File: config.mk
export PLATFORM = sky130hd
export DESIGN_NAME = divide_vector_scheduler
export DESIGN_NICKNAME = d
export VERILOG_FILES = /design/src/rtl/divide_vector_scheduler.sv
export SDC_FILE = /design/constraint.sdc
export NUM_CORES = 1
export LEC_CHECK = 0
export ABC_CLOCK_PERIOD_IN_PS = 3300
export CAP_MARGIN = 10
export CORE_MARGIN = 4
export CORE_UTILIZATION = 55
export CTS_BUF_LIST = sky130_fd_sc_hd__clkbuf_4
export DETAILED_ROUTE_END_ITERATION = 12
export PLACE_DENSITY = 0.94
export SLEW_MARGIN = 20
export SYNTH_ARGS = -nofsm -noshare
export SYNTH_HDL_FRONTEND = slang
export SYNTH_SLANG_ARGS = --single-unit
File: constraint.sdc
create_clock -name clk -period 3.3 [get_ports clk]
set_clock_uncertainty 0.15 [all_clocks]
set_input_delay 0.66 -clock clk [delete_from_list [all_inputs] [get_ports clk]]
set_output_delay 0.66 -clock clk [all_outputs]
set_load 0.02 [all_outputs]
File: src/rtl/divide_vector_scheduler.sv
// divide_vector_scheduler: streams an N-element vector through one shared
// in-order pipelined divider and gathers the quotients back into a vector.
module divide_vector_scheduler #(
  parameter int BITS = 16,
  parameter int N    = 3
) (
  input  logic            clk,
  input  logic            rstn,
  input  logic            in_valid,
  output logic            in_ready,
  input  logic [BITS-1:0] a [N],
  input  logic [BITS-1:0] b,
  output logic            out_valid,
  input  logic            out_ready,
  output logic [BITS-1:0] c [N],
  output logic            div_in_valid,
  output logic [BITS-1:0] div_a,
  output logic [BITS-1:0] div_b,
  input  logic            div_out_valid,
  input  logic [BITS-1:0] div_c,
  output logic            err
);

  localparam int CW = $clog2(N + 1);
  localparam int IW = (N > 1) ? $clog2(N) : 1;
  localparam logic [CW-1:0] LAST = CW'(N - 1);
  localparam logic [CW-1:0] FULL = CW'(N);

  typedef enum logic [1:0] {
    IDLE,
    ISSUE,
    WAIT,
    DONE
  } state_t;

  state_t state, state_d;

  logic [BITS-1:0] a_reg [N];
  logic [BITS-1:0] c_reg [N];
  logic [BITS-1:0] b_reg;
  logic [CW-1:0]   iss, rcv;
  logic [CW-1:0]   iss_nxt;
  logic [IW-1:0]   iss_idx, rcv_idx;
  logic            accept, collect;
  logic            stray, rcv_done;

  assign accept   = in_valid && (state == IDLE);
  assign collect  = div_out_valid && rcv != FULL &&
                    (state == ISSUE || state == WAIT);
  assign stray    = div_out_valid && !collect;
  assign rcv_done = (rcv == FULL) ||
                    (collect && rcv == LAST);
  assign iss_nxt  = iss + CW'(1);
  assign iss_idx  = iss_nxt[IW-1:0];
  assign rcv_idx  = rcv[IW-1:0];

  assign in_ready  = (state == IDLE);
  assign out_valid = (state == DONE);
  assign c         = c_reg;

  always_ff @(posedge clk or negedge rstn) begin
    if (!rstn) begin
      state <= IDLE;
    end else begin
      state <= state_d;
    end
  end

  always_comb begin
    state_d = state;
    unique case (state)
      IDLE: begin
        if (in_valid) state_d = ISSUE;
      end
      ISSUE: begin
        if (iss == LAST) begin
          state_d = rcv_done ? DONE : WAIT;
        end
      end
      WAIT: begin
        if (rcv_done) state_d = DONE;
      end
      DONE: begin
        if (out_ready) state_d = IDLE;
      end
      default: state_d = IDLE;
    endcase
  end

  // iss is the index currently presented on div_a
  always_ff @(posedge clk or negedge rstn) begin
    if (!rstn) begin
      iss          <= '0;
      rcv          <= '0;
      b_reg        <= '0;
      div_in_valid <= 1'b0;
      div_a        <= '0;
      div_b        <= '0;
      err          <= 1'b0;
      for (int i = 0; i < N; i++) begin
        a_reg[i] <= '0;
        c_reg[i] <= '0;
      end
    end else begin
      if (stray) err <= 1'b1;
      if (collect) begin
        c_reg[rcv_idx] <= div_c;
        rcv            <= rcv + CW'(1);
      end
      if (accept) begin
        for (int i = 0; i < N; i++) begin
          a_reg[i] <= a[i];
        end
        b_reg        <= b;
        iss          <= '0;
        rcv          <= '0;
        div_in_valid <= 1'b1;
        div_a        <= a[0];
        div_b        <= b;
      end
      if (state == ISSUE) begin
        if (iss == LAST) begin
          div_in_valid <= 1'b0;
          div_a        <= '0;
          div_b        <= '0;
        end else begin
          iss   <= iss_nxt;
          div_a <= a_reg[iss_idx];
          div_b <= b_reg;
        end
      end
    end
  end

endmodule

==> impl_summary.md, run 1 <==
Placement
Buffers placed on the I/O ports in this run total 168. The worst setup slack before clock tree synthesis is 0.7712 ns. The weighted congestion at the end of routability-driven global placement is 0.8121. After legalization and detailed placement, the total HPWL measured 11.84 mm. The cell total after placement is 911. In this run the cell area measured after placement is 8437 sq um.

Power and ir drop
Of the total power, combinational logic draws 0.498. IR analysis of the VDD net gives a maximum drop of 472.4 uV. The switching share of power is 0.3903. The share of power burned in registers is 0.370. The standby leakage power is 4.280 nW. Summed over all nets, the switching power comes to 3.413 mW. The internal power of the cells totals 5.331 mW.

The total power density per cell area is 1001 nW/um^2. The share of total power dissipated in the clock network is 0.132.

Setup path
On the worst path, the slowest cell contributes a delay of 0.66 ns. The family of cells with the greatest summed delay on the critical path is buffers and inverters. Walking the worst path, the cells encountered are inv_1 > ha_1 > clkdlybuf4s50_1. The worst register-to-register path has a depth of 6. The timing startpoint of the critical path is state[0]. The number of buffers and inverters on the critical path is 2. Counting buffers and inverters, the worst setup path is 3 cells deep. The type of the worst setup path is register to output pin. The setup slack of the most critical reg-to-reg path is 0.76 ns. The type of origin of the critical path is a register. The capturing point of the worst reg2reg path is state[0]. The critical path data required time is 2.49 ns. The worst register-to-register path begins at iss[0]. STA puts the critical path data arrival time at 2.05 ns.

The cell with the largest stage delay on the worst path is clkdlybuf4s50_1. The maximum fanout along the worst path is 4. The type of destination of the critical path is an output pin.

Yosys
Of the synthesized area, sequential elements account for 0.5729. The count of yosys warnings during synthesis is 0. The simple-gate share of the synthesized area is 0.1587. After synthesis, the netlist uses 30 different library cells. The synthesized area per cell is 10.66 sq um. The post-synthesis compound-gate area fraction is 0.06521. Of the total synthesized cell area, the portion taken by full adders, half adders and majority gates is 0.02073. Measured against the total synthesized area, the mux share comes to 0.1470. The synthesized-area fraction occupied by xor and xnor cells is 0.001319. The synthesized design contains 152 register bits. The number of nets in the synthesized netlist is 719. In this run the cell area of the synthesized design comes to 6639 sq um.

The number of instances in the synthesized netlist is 623. By area, the combinational part of the netlist is dominated by simple AND/OR/NAND/NOR gates.

GRT
The first global-routing pass estimated 27.52 mm of wire. The number of antenna violations at the first check in global routing came to 1. The number of global-route vias before repair is 5507.

Entering global routing, the biggest net connects 71 pins. The global-route total usage across every layer is 0.2470. The overall overflow remaining after global route is 0.

Timing
Setup repair after global routing left no endpoint under its margin. Summed over all failing endpoints, the final setup total negative slack is 0 ns. The relative slew slack is 0.4521.

Subtracting the final worst setup slack from the clock period gives 2.861 ns. The total of endpoints with negative setup slack in the final report is 0. For the pin with the worst max-slew slack, the measured transition is 0.8219 ns. Based on the critical path, the design can be clocked at up to 349.5 MHz. Dividing the final minimum period by the clock period gives 0.8669. The count of final max-slew check failures is 0. The final hold violation count is 0. The smallest setup slack after layout is 0.4392 ns.

Die
The core footprint is 11610 sq um. The floorplan step defined a die boundary enclosing 13890 sq um. The row count is 39. The die is 117.9 microns tall.

The count of boundary I/O pins is 169. For this configuration, the core starts out at a cell density of 0.5716. Measured along the x axis, the die boundary spans 117.9 microns.

Clock network
The clock network latency to the later pin of the worst-skew pair is 0.55 ns. The clock tree buffer depth is 2. The tree is rooted in a clkbuf_4. The clock transition at the registers of the reported paths is 0.11 ns. Counting the buffers created by CTS gives 17. The clock tree from TritonCTS is done.

The H-tree was split into 4 levels. The post-cts repair resize count is 0. Counting every sink on the clock net gives 152. The number of setup buffers added after CTS is 0.

Finish
The total non-filler cell area in the finished layout is 8732 sq um. At the end of the flow, the number of nets in the layout was 884. The final core area utilization is 0.7519. Compared with the post-synthesis result, the final layout area differs by 31.53%.

The number of filler instances in the final layout is 742. The fraction of layout instances using a drive strength above 1 is 0.1211. Once layout is complete, the cells apart from fillers number 945.

Min path
Counting instances, the worst hold path has a depth of 2. The type of the most critical hold path is register to register. The worst hold path startpoint is a_reg[20]. The path with the worst hold slack has its endpoint at a_reg[20].

Route
The number of iterations in the first detailed-routing pass is 5. The total DRC errors in the routed layout is 0. The final layout contains routed wiring with a total length of 16.69 mm. In the routed layout, each cell is associated on average with a via count of 5.402.

The number of DRC markers after the initial detailed-route iteration is 472. The number of routed nets with antenna violations is 0. The routed via count is 5105. The detailed-route wire length per cell is 17.66 microns.

Run status
The flow ran to the end, and the final reports show no timing, DRC or antenna violations.

Job
Across the run, the number of max-cap violations was 0.
-- power by group through the flow --
stage / Sequential (mW) / Clock [mW] / Combinational (mW)
after floorplan: 3.70 / 0 / 2.19
after global placement: 3.19 / 0 / 4.17
after detailed placement: 3.26 / 0 / 4.36
after CTS: 3.23 / 1.18 / 4.38
after global routing: 3.32 / 1.27 / 4.69
final: 3.24 / 1.16 / 4.35
-- logic make-up (layout without fill, tap and decap cells) --
family / after synthesis / after routing
xor gates and xnor gates: 1 / 1
buffers and inverters: 43 / 221
muxes: 80 / 80
DFF: 152 / 152
AOI/OAI and AO/OA: 74 / 74
adders and majority gates: 11 / 11
and+or+nand+nor: 262 / 262
other: 0 / 1
-- repair_timing --
item                       CTS  global route
hold buffers                 1             0
setup endpoints to repair    0             0
hold endpoints to repair    68             0
-- cell usage after synthesis, drive strengths merged --
master / number / area (sq um)
o31ai: 2 / 15.01
o21ai: 31 / 155.2
dfrtp: 152 / 3804
clkinv: 1 / 3.750
mux2i: 30 / 300.3
nand3: 7 / 72.57
mux2: 50 / 675.7
nand2: 229 / 859.6
inv: 8 / 30.03
a21o: 17 / 127.6
o21bai: 1 / 7.510
ha: 11 / 137.6
a21oi: 20 / 100.1
clkbuf: 8 / 30.03
nor3b: 1 / 7.510
buf: 26 / 162.7
xnor2: 1 / 8.760
nor2: 20 / 75.07
nand2b: 1 / 6.260
and2: 1 / 6.260
a21boi: 1 / 7.510
nor2b: 3 / 26.27
o41a: 1 / 11.26
a31o: 1 / 8.760
-- routing by layer --
metal	wire [microns]	track usage	vias to the layer above
met5	0	0	-
met4	565	0.1128	0
met3	746	0.05526	46
met2	8859	0.4308	183
met1	6518	0.2912	2510
li1	-	-	2366
-- worst max path at each step --
stage / end
global route: in_ready
floorplan: div_a[10]
global placement: state[0]
finish: in_ready
detailed placement: div_a[12]
CTS: in_ready
-- tightest hold or removal path: stages (launching register included) --
cell	delay [ns]
dfrtp_1	0.36
nand2_1	0.05
nand2_1	0.05
-- cell type report --
type / count / area (sq um) / area share
Clock buffer: 20 / 150.1 / 0.01719
Clock inverter: 12 / 132.6 / 0.01519
Tap cell: 143 / 178.9 / 0.02049
Sequential cell: 152 / 3804 / 0.4356
Multi-Input combinational cell: 428 / 2618 / 0.2998
Timing Repair Buffer: 180 / 1813 / 0.2076
Antenna cell: 1 / 2.502 / 0.0002866
Inverter: 9 / 33.78 / 0.003869
-- placed cells by master (no fill, tap or decap), types with 2 or more instances in the layout --
| master | netlist | final |
|---|---|---|
| nor2b_1 | 2 | 2 |
| a21oi_1 | 20 | 20 |
| mux2i_1 | 30 | 30 |
| dfrtp_1 | 152 | 152 |
| nor2_1 | 20 | 20 |
| buf_4 | 5 | 8 |
| buf_12 | 0 | 3 |
| mux2_4 | 30 | 30 |
| nand3_4 | 3 | 3 |
| clkbuf_4 | 0 | 20 |
| clkinv_2 | 0 | 4 |
| nand3_1 | 4 | 4 |
| ha_1 | 11 | 11 |
| bufinv_16 | 0 | 3 |
| clkinv_1 | 1 | 5 |
| a21o_1 | 17 | 17 |
| mux2_2 | 20 | 20 |
| nand2_1 | 229 | 228 |
| o21ai_0 | 31 | 31 |
| o31ai_1 | 2 | 2 |
| inv_1 | 8 | 8 |
| clkdlybuf4s50_1 | 0 | 167 |
-- metrics by stage --
stage / power [mW] / hold slack [ns]
after floorplan: 5.893 / 0.2144
after global placement: 7.361 / 0.3039
after detailed placement: 7.617 / 0.3098
after CTS: 8.786 / 0.3393
after global routing: 9.282 / 0.3645
final: 8.744 / 0.3377
(Power assumes the default switching activity.)
==> inputs of run 2 (changes only) <==
--- a/config.mk
+++ b/config.mk
@@ -7,11 +7,14 @@
 export LEC_CHECK = 0
 export ABC_CLOCK_PERIOD_IN_PS = 3300
 export CAP_MARGIN = 10
+export CELL_PAD_IN_SITES_DETAIL_PLACEMENT = 0
+export CELL_PAD_IN_SITES_GLOBAL_PLACEMENT = 2
 export CORE_MARGIN = 4
-export CORE_UTILIZATION = 55
+export CORE_UTILIZATION = 44
 export CTS_BUF_LIST = sky130_fd_sc_hd__clkbuf_4
 export DETAILED_ROUTE_END_ITERATION = 12
-export PLACE_DENSITY = 0.94
+export DONT_BUFFER_PORTS = 1
+export PLACE_DENSITY = 0.93
 export SLEW_MARGIN = 20
 export SYNTH_ARGS = -nofsm -noshare
 export SYNTH_HDL_FRONTEND = slang
==> impl_summary.md, run 2 (synthesis results as in run 1) <==
Run status
The flow ran to the end, but the final reports show violations. The final reports fail on negative hold slack.

Clock network
The H-tree depth reported by CTS is 4 (unchanged). The number of buffers inserted by post-CTS setup repair is 0 (unchanged). The post-cts repair resize count is 0 (unchanged).

The number of buffers added to fix hold violations after cts came to 1 (unchanged). The clock tree buffer depth is 2 (unchanged). The number of buffers created by CTS is 17 (unchanged). TritonCTS built the clock tree. The clock network latency to the later pin of the worst-skew pair came to 0.55 ns (about the same). The clock transition at the registers of the reported paths is 0.14 ns (+0.03 ns). The clock sink count is 152 (unchanged). In this run the clock root is driven by a clkbuf_4.

GRT
The fraction of met1 tracks used by global routing is 0.2284 (-0.06279). The pin count of the biggest net entering global routing came to 153 (+120%). The global-route track usage on met2 is 0.2885 (-0.1423). The number of global-route vias before repair is 4452 (-19%). The global-route total usage across every layer came to 0.1791 (-0.06789). The number of antenna violations at the first check in global routing is 1 (unchanged).

The wire length of the first global-routing pass is 23.58 mm (-14%). The overall overflow remaining after global route is 0 (unchanged). The most heavily used metal layer in global routing is met2.

The routing usage on met3 came to 0.05854 (+0.003275).

Timing
The total of endpoints with negative setup slack in the final report came to 0 (unchanged). The count of final max-slew check failures is 0 (unchanged). The fmax is 408.4 MHz (+17%). Setup repair after global routing left no endpoint under its margin. The relative slew slack is 0.5355 (+0.08344). The part of the cycle the worst path needs came to 0.7419 (-0.1250). The post-route setup TNS came to 0 ns (unchanged). The measured slew at the worst slew-check pin is 0.6967 ns (-0.1252 ns).

The final critical delay including setup and external delays is 2.448 ns (-0.4125 ns). The worst hold margin is -0.3582 ns (-0.6959 ns). The final hold violation count is 152 (+152).

Route
The routed via count is 4252 (-17%). The sum of routed wire length over all layers is 14.90 mm (-11%). The number of DRC markers after the initial detailed-route iteration is 233 (-51%). The detailed-route wire length per cell is 18.24 microns (+3.3%). The total DRC errors in the routed layout is 0 (unchanged). The number of iterations in the first detailed-routing pass is 4 (-1).

The ratio of routed vias to standard cells is 5.204 (-3.7%). The number of routed nets with antenna violations is 0 (unchanged).

Setup path
The slowest stage of the critical path is the nand2_4 cell. The setup slack of the most critical reg-to-reg path is 0.85 ns (+0.09 ns). The type of destination of the critical path is a register. Walking the worst path, the cells encountered are inv_1 > ha_1 > nand2_4 > buf_4 > nand2_1 > a21o_1 > o21ai_0.

The number of buffers and inverters on the critical path was 2 (unchanged). The critical path data required time is 3.60 ns (+1.11 ns). The worst setup path is launched from a register. The signal arrival time at the worst endpoint came to 2.75 ns (+0.70 ns).

The termination of the worst setup path is div_a[0]. In this run the critical register-to-register path is captured at div_a[0]. The kind of cell with the highest combined delay along the critical path is simple AND/OR/NAND/NOR gates. The most critical setup path has its startpoint at state[1]. The biggest cell delay along the critical path is 0.57 ns (-0.09 ns). The logic depth of the worst setup path including buffers is 7 (+4).

By startpoint and endpoint, the worst setup path is classified as register to register. The depth of the most critical reg-to-reg path is 7 (+1). The startpoint identified for the worst register-to-register timing path is state[1].

The maximum fanout along the worst path is 58 (+54).

Job
The max capacitance violation total is 0 (unchanged).

Power and ir drop
The standby leakage power is 3.602 nW (-16%). The peak supply drop came to 421.8 uV (-11%). The total power density per cell area came to 1074 nW/um^2 (+7.2%). The total power was 7.585 mW (-13%).

Die
The count of boundary I/O pins is 169 (unchanged). The core footprint was 14640 sq um (+26%). The row count is 44 (+13%). The die extent in y is 130.8 microns (+11%).

The initial standard-cell utilization of the core is 0.4533 (-0.1183). The die outline width was 130.8 microns (+11%). The die area was 17120 sq um (+23%).

Placement
The instance area at placement is 6773 sq um (-20%). The HPWL after detailed placement came to 9.999 mm (-16%). The count of port buffers added during placement was 0 (-100%). The weighted congestion at the end of routability-driven global placement is 0.7786 (-4.1%).

Finish
The number of nets in the final layout was 715 (-19%). The synthesis-to-finish area growth is 6.408%. The final core area utilization is 0.4824 (-0.2695).

The fraction of layout instances using a drive strength above 1 was 0.1519 (+0.03080). The total non-filler cell area in the finished layout is 7064 sq um (-19%). In the layout the commonest cells are nand2_1 (228), dfrtp_1 (152), o21ai_0 (31). The commonest non-fill, non-tap cell in the layout is nand2_1.

Min path
The tightest min-delay check is of the primary input to asynchronous set/reset pin type.
[run 2: changes by cell type in the layout (fill, tap and decap cells not counted), sizes merged]
cell and change:
clkinv -1, buf -2, clkinvlp +2, clkdlybuf4s50 -167
inv +3, bufinv -1, clkbuf -3
[run 2: final cells by class]
| cell class | count | area, sq um |
|---|---|---|
| repair buffers | 11 | 97.59 |
| fillers | 1356 | 7580 |
| clock buffers | 17 | 127.6 |
| clock inverters | 15 | 151.4 |
| inverters | 9 | 33.78 |
| multi-input cells | 428 | 2618 |
| well taps | 184 | 230.2 |
| flip-flops and latches | 152 | 3804 |
| diodes | 1 | 2.502 |
[run 2: power breakdown]
group | switching (mW) | internal [mW]
clock network | 0.693 | 0.450
registers | 1.14 | 2.72
logic | 1.37 | 1.22
[run 2: routing by layer]
layer | vias up | part of all wire
met3 | 18 | 0.057
met5 | - | 0
met4 | 0 | 0.016
met2 | 93 | 0.49
li1 | 2025 | -
met1 | 2116 | 0.43
[run 2: worst min path at each step]
stage / start / end / slack (ns) / depth (start not counted)
4_1_cts: rstn / a_reg[25] / -0.42 / 0
6_report: rstn / a_reg[25] / -0.36 / 0
2_1_floorplan: rstn / a_reg[0] / 0.21 / 0
3_5_place_dp: rstn / div_a[8] / 0.22 / 0
3_3_place_gp: rstn / a_reg[40] / 0.22 / 0
5_1_grt: rstn / a_reg[43] / -0.44 / 0
[run 2: worst reg2reg max path, cell delays in order, from the launching register on]
cell	delay [ns]
dfrtp_1	0.44
inv_1	0.11
ha_1	0.33
nand2_4	0.57
buf_4	0.42
nand2_1	0.08
a21o_1	0.18
o21ai_0	0.07
[run 2: metrics by stage]
stage	instances	setup slack, ns
finish	817	0.8516
global route	817	0.6008
CTS	816	0.8545
detailed placement	783	0.8731
global placement	783	0.9405
floorplan	623	1.173
==> inputs of run 3 (changes only) <==
--- a/config.mk
+++ b/config.mk
@@ -5,16 +5,16 @@
 export SDC_FILE = /design/constraint.sdc
 export NUM_CORES = 1
 export LEC_CHECK = 0
-export ABC_CLOCK_PERIOD_IN_PS = 3300
+export ABC_CLOCK_PERIOD_IN_PS = 2490
 export CAP_MARGIN = 10
 export CELL_PAD_IN_SITES_DETAIL_PLACEMENT = 0
 export CELL_PAD_IN_SITES_GLOBAL_PLACEMENT = 2
 export CORE_MARGIN = 4
-export CORE_UTILIZATION = 44
+export CORE_UTILIZATION = 41
 export CTS_BUF_LIST = sky130_fd_sc_hd__clkbuf_4
 export DETAILED_ROUTE_END_ITERATION = 12
 export DONT_BUFFER_PORTS = 1
-export PLACE_DENSITY = 0.93
+export PLACE_DENSITY = 0.88
 export SLEW_MARGIN = 20
 export SYNTH_ARGS = -nofsm -noshare
 export SYNTH_HDL_FRONTEND = slang
==> constraint.sdc (replaced) <==
create_clock -name clk -period 2.49 [get_ports clk]
set_clock_uncertainty 0.15 [all_clocks]
set_input_delay 0.498 -clock clk [delete_from_list [all_inputs] [get_ports clk]]
set_output_delay 0.498 -clock clk [all_outputs]
set_load 0.02 [all_outputs]
==> impl_summary.md, run 3 (synthesis results as in run 1) <==
Run status
The run finished, with violations left. The final reports fail on negative hold slack.

Clock network
The master cell of the clock root buffer is clkbuf_4. TritonCTS built the clock tree. The number of buffers added to fix hold violations after cts came to 81 (+80). The post-cts repair resize count is 0 (unchanged). The H-tree depth reported by CTS is 4 (unchanged). The clock sink count came to 152 (unchanged). The number of buffers created by CTS is 17 (unchanged). The clock tree buffer depth is 2 (unchanged). The clock transition at the registers of the reported paths is 0.13 ns (about the same). The number of buffers inserted by post-CTS setup repair is 0 (unchanged). The clock network latency to the later pin of the worst-skew pair is 0.55 ns (about the same).

Timing
The relative slew slack is 0.7334 (+0.1979). The final critical delay including setup and external delays is 2.183 ns. The count of final max-slew check failures is 0 (unchanged). The final hold violation count is 152 (unchanged).

Based on the critical path, the design can be clocked at up to 458.2 MHz. The worst hold margin is -0.5265 ns (-0.1684 ns). The post-route setup TNS is 0 ns (unchanged). The measured slew at the worst slew-check pin was 0.3999 ns (-0.2969 ns).

Setup repair after global routing left no endpoint under its margin. The total of endpoints with negative setup slack in the final report was 0 (unchanged). In the finished design, the share of the clock period the worst path needs comes to 0.8765.

Finish
The commonest non-fill, non-tap cell in the layout is nand2_1. The fraction of layout instances using a drive strength above 1 is 0.1413 (-0.01064). Compared with the post-synthesis result, the final layout area differs by 19.85%.

The final core area utilization is 0.5009 (+0.01847). The number of nets in the final layout is 798 (+12%). In the layout the commonest cells are nand2_1 (228), dfrtp_1 (152), dlygate4sd3_1 (81).

Route
The ratio of routed vias to standard cells was 4.926 (-5.4%). The number of iterations in the first detailed-routing pass is 4 (unchanged). The sum of routed wire length over all layers is 15.84 mm (+6.3%). The routed via count was 4591 (+8.0%). The number of DRC markers after the initial detailed-route iteration is 218 (-6.4%). The total DRC errors in the routed layout is 0 (unchanged). The number of routed nets with antenna violations was 0 (unchanged). The detailed-route wire length per cell was 17.00 microns (-6.8%).

GRT
The wire length of the first global-routing pass came to 25.14 mm (+6.6%). The global-route total usage across every layer is 0.1749 (-0.004178). The number of antenna violations at the first check in global routing is 1 (unchanged). The number of global-route vias before repair came to 4830 (+8.5%). The pin count of the biggest net entering global routing was 153 (unchanged). The overall overflow remaining after global route is 0 (unchanged).

Setup path
The signal arrival time at the worst endpoint is 1.53 ns (-1.22 ns). The setup path with the least slack is of type register to output pin. STA classifies the critical path endpoint as an output pin.

The maximum fanout along the worst path is 4 (-93%). The worst setup path is launched from a register. The critical path data required time is 1.84 ns (-1.76 ns).

Placement
The HPWL after detailed placement is 10.24 mm (+2.4%). The count of port buffers added during placement is 0 (unchanged). The weighted congestion at the end of routability-driven global placement is 0.7291 (-6.4%).

Die
The die extent in y is 135.3 microns (+3.4%). The core footprint is 15890 sq um (+8.5%). The count of boundary I/O pins is 169 (unchanged). The die outline width came to 135.3 microns (+3.4%). The row count came to 46 (+4.5%). The initial standard-cell utilization of the core came to 0.4179 (-0.03542). The die area is 18290 sq um (+6.9%).

Power and ir drop
The standby leakage power is 3.971 nW (+10%). The total power density per cell area is 1301 nW/um^2 (+21%). The peak supply drop is 425.0 uV (+0.74%).

Min path
The type of the most critical hold path is primary input to asynchronous set/reset pin.

Job
The max capacitance violation total is 0 (unchanged).
## run 3: cell types whose count changed in the layout (fill, tap and decap cells not counted)
| cell | previous run | this run |
|---|---|---|
| dlygate4sd3_1 | 1 | 81 |
| inv_6 | 3 | 5 |
| clkinv_1 | 4 | 2 |
| clkinvlp_4 | 3 | 2 |
| buf_4 | 9 | 11 |
| clkinv_4 | 3 | 2 |
| inv_8 | 0 | 2 |
| buf_12 | 1 | 2 |
## run 3: path summary, 6_finish.rpt
path,start,end,slack (ns),cells past startpoint
worst max-delay path,state[0],in_ready,0.31,2
worst min register to register,a_reg[16],a_reg[16],0.34,2
worst min-delay path,rstn,c[37],-0.53,0
worst max register to register,state[0],div_a[6],0.32,7
max in group asynchronous,rstn,a_reg[1],2.38,0
min in group clk,in_valid,a_reg[47],0.22,4
## run 3: report_power, final
| part | leakage (nW) | switching [mW] | internal [mW] | total, mW |
|---|---|---|---|---|
| sequential | 1.88 | 1.50 | 3.60 | 5.10 |
| combinational | 1.93 | 1.90 | 1.76 | 3.66 |
| clock | 0.155 | 0.963 | 0.622 | 1.59 |
| total | 3.97 | 4.37 | 5.98 | 10.4 |
## run 3: metal layers
metal	vias to the layer above	part of all wire	wire length [microns]	track usage
li1	2193	-	-	-
met1	2269	0.43	6874	0.2204
met2	107	0.49	7809	0.2884
met3	22	0.058	911	0.05535
met4	0	0.016	246	0.05487
met5	-	0	0	0
## run 3: through the flow
step           hold WS [ns]  area, sq um  cells  setup WS [ns]  power (mW)
3_3_place_gp        0.05606         6848    818         0.4457       8.578
4_1_cts             -0.6029         7954    931         0.2420       10.50
3_5_place_dp        0.05509         6848    818         0.3537       8.763
2_1_floorplan       0.05241         6639    623         0.3627       7.810
5_1_grt             -0.6144         7956    932         0.2014       11.07
6_report            -0.5265         7956    932         0.3075       10.35
## run 3: area by class of cell
type	count	area, sq um
fill	1473	7929
sequential	152	3804
multi-input combinational	428	2618
timing repair buffer	94	933.4
tap	216	270.3
clock inverter	15	167.7
clock buffer	17	127.6
inverter	9	33.78
antenna	1	2.502
## run 3: critical path, stage by stage, from the launching register on
cell     delay, ns
dfrtp_1       0.44
inv_1         0.14
ha_1          0.42
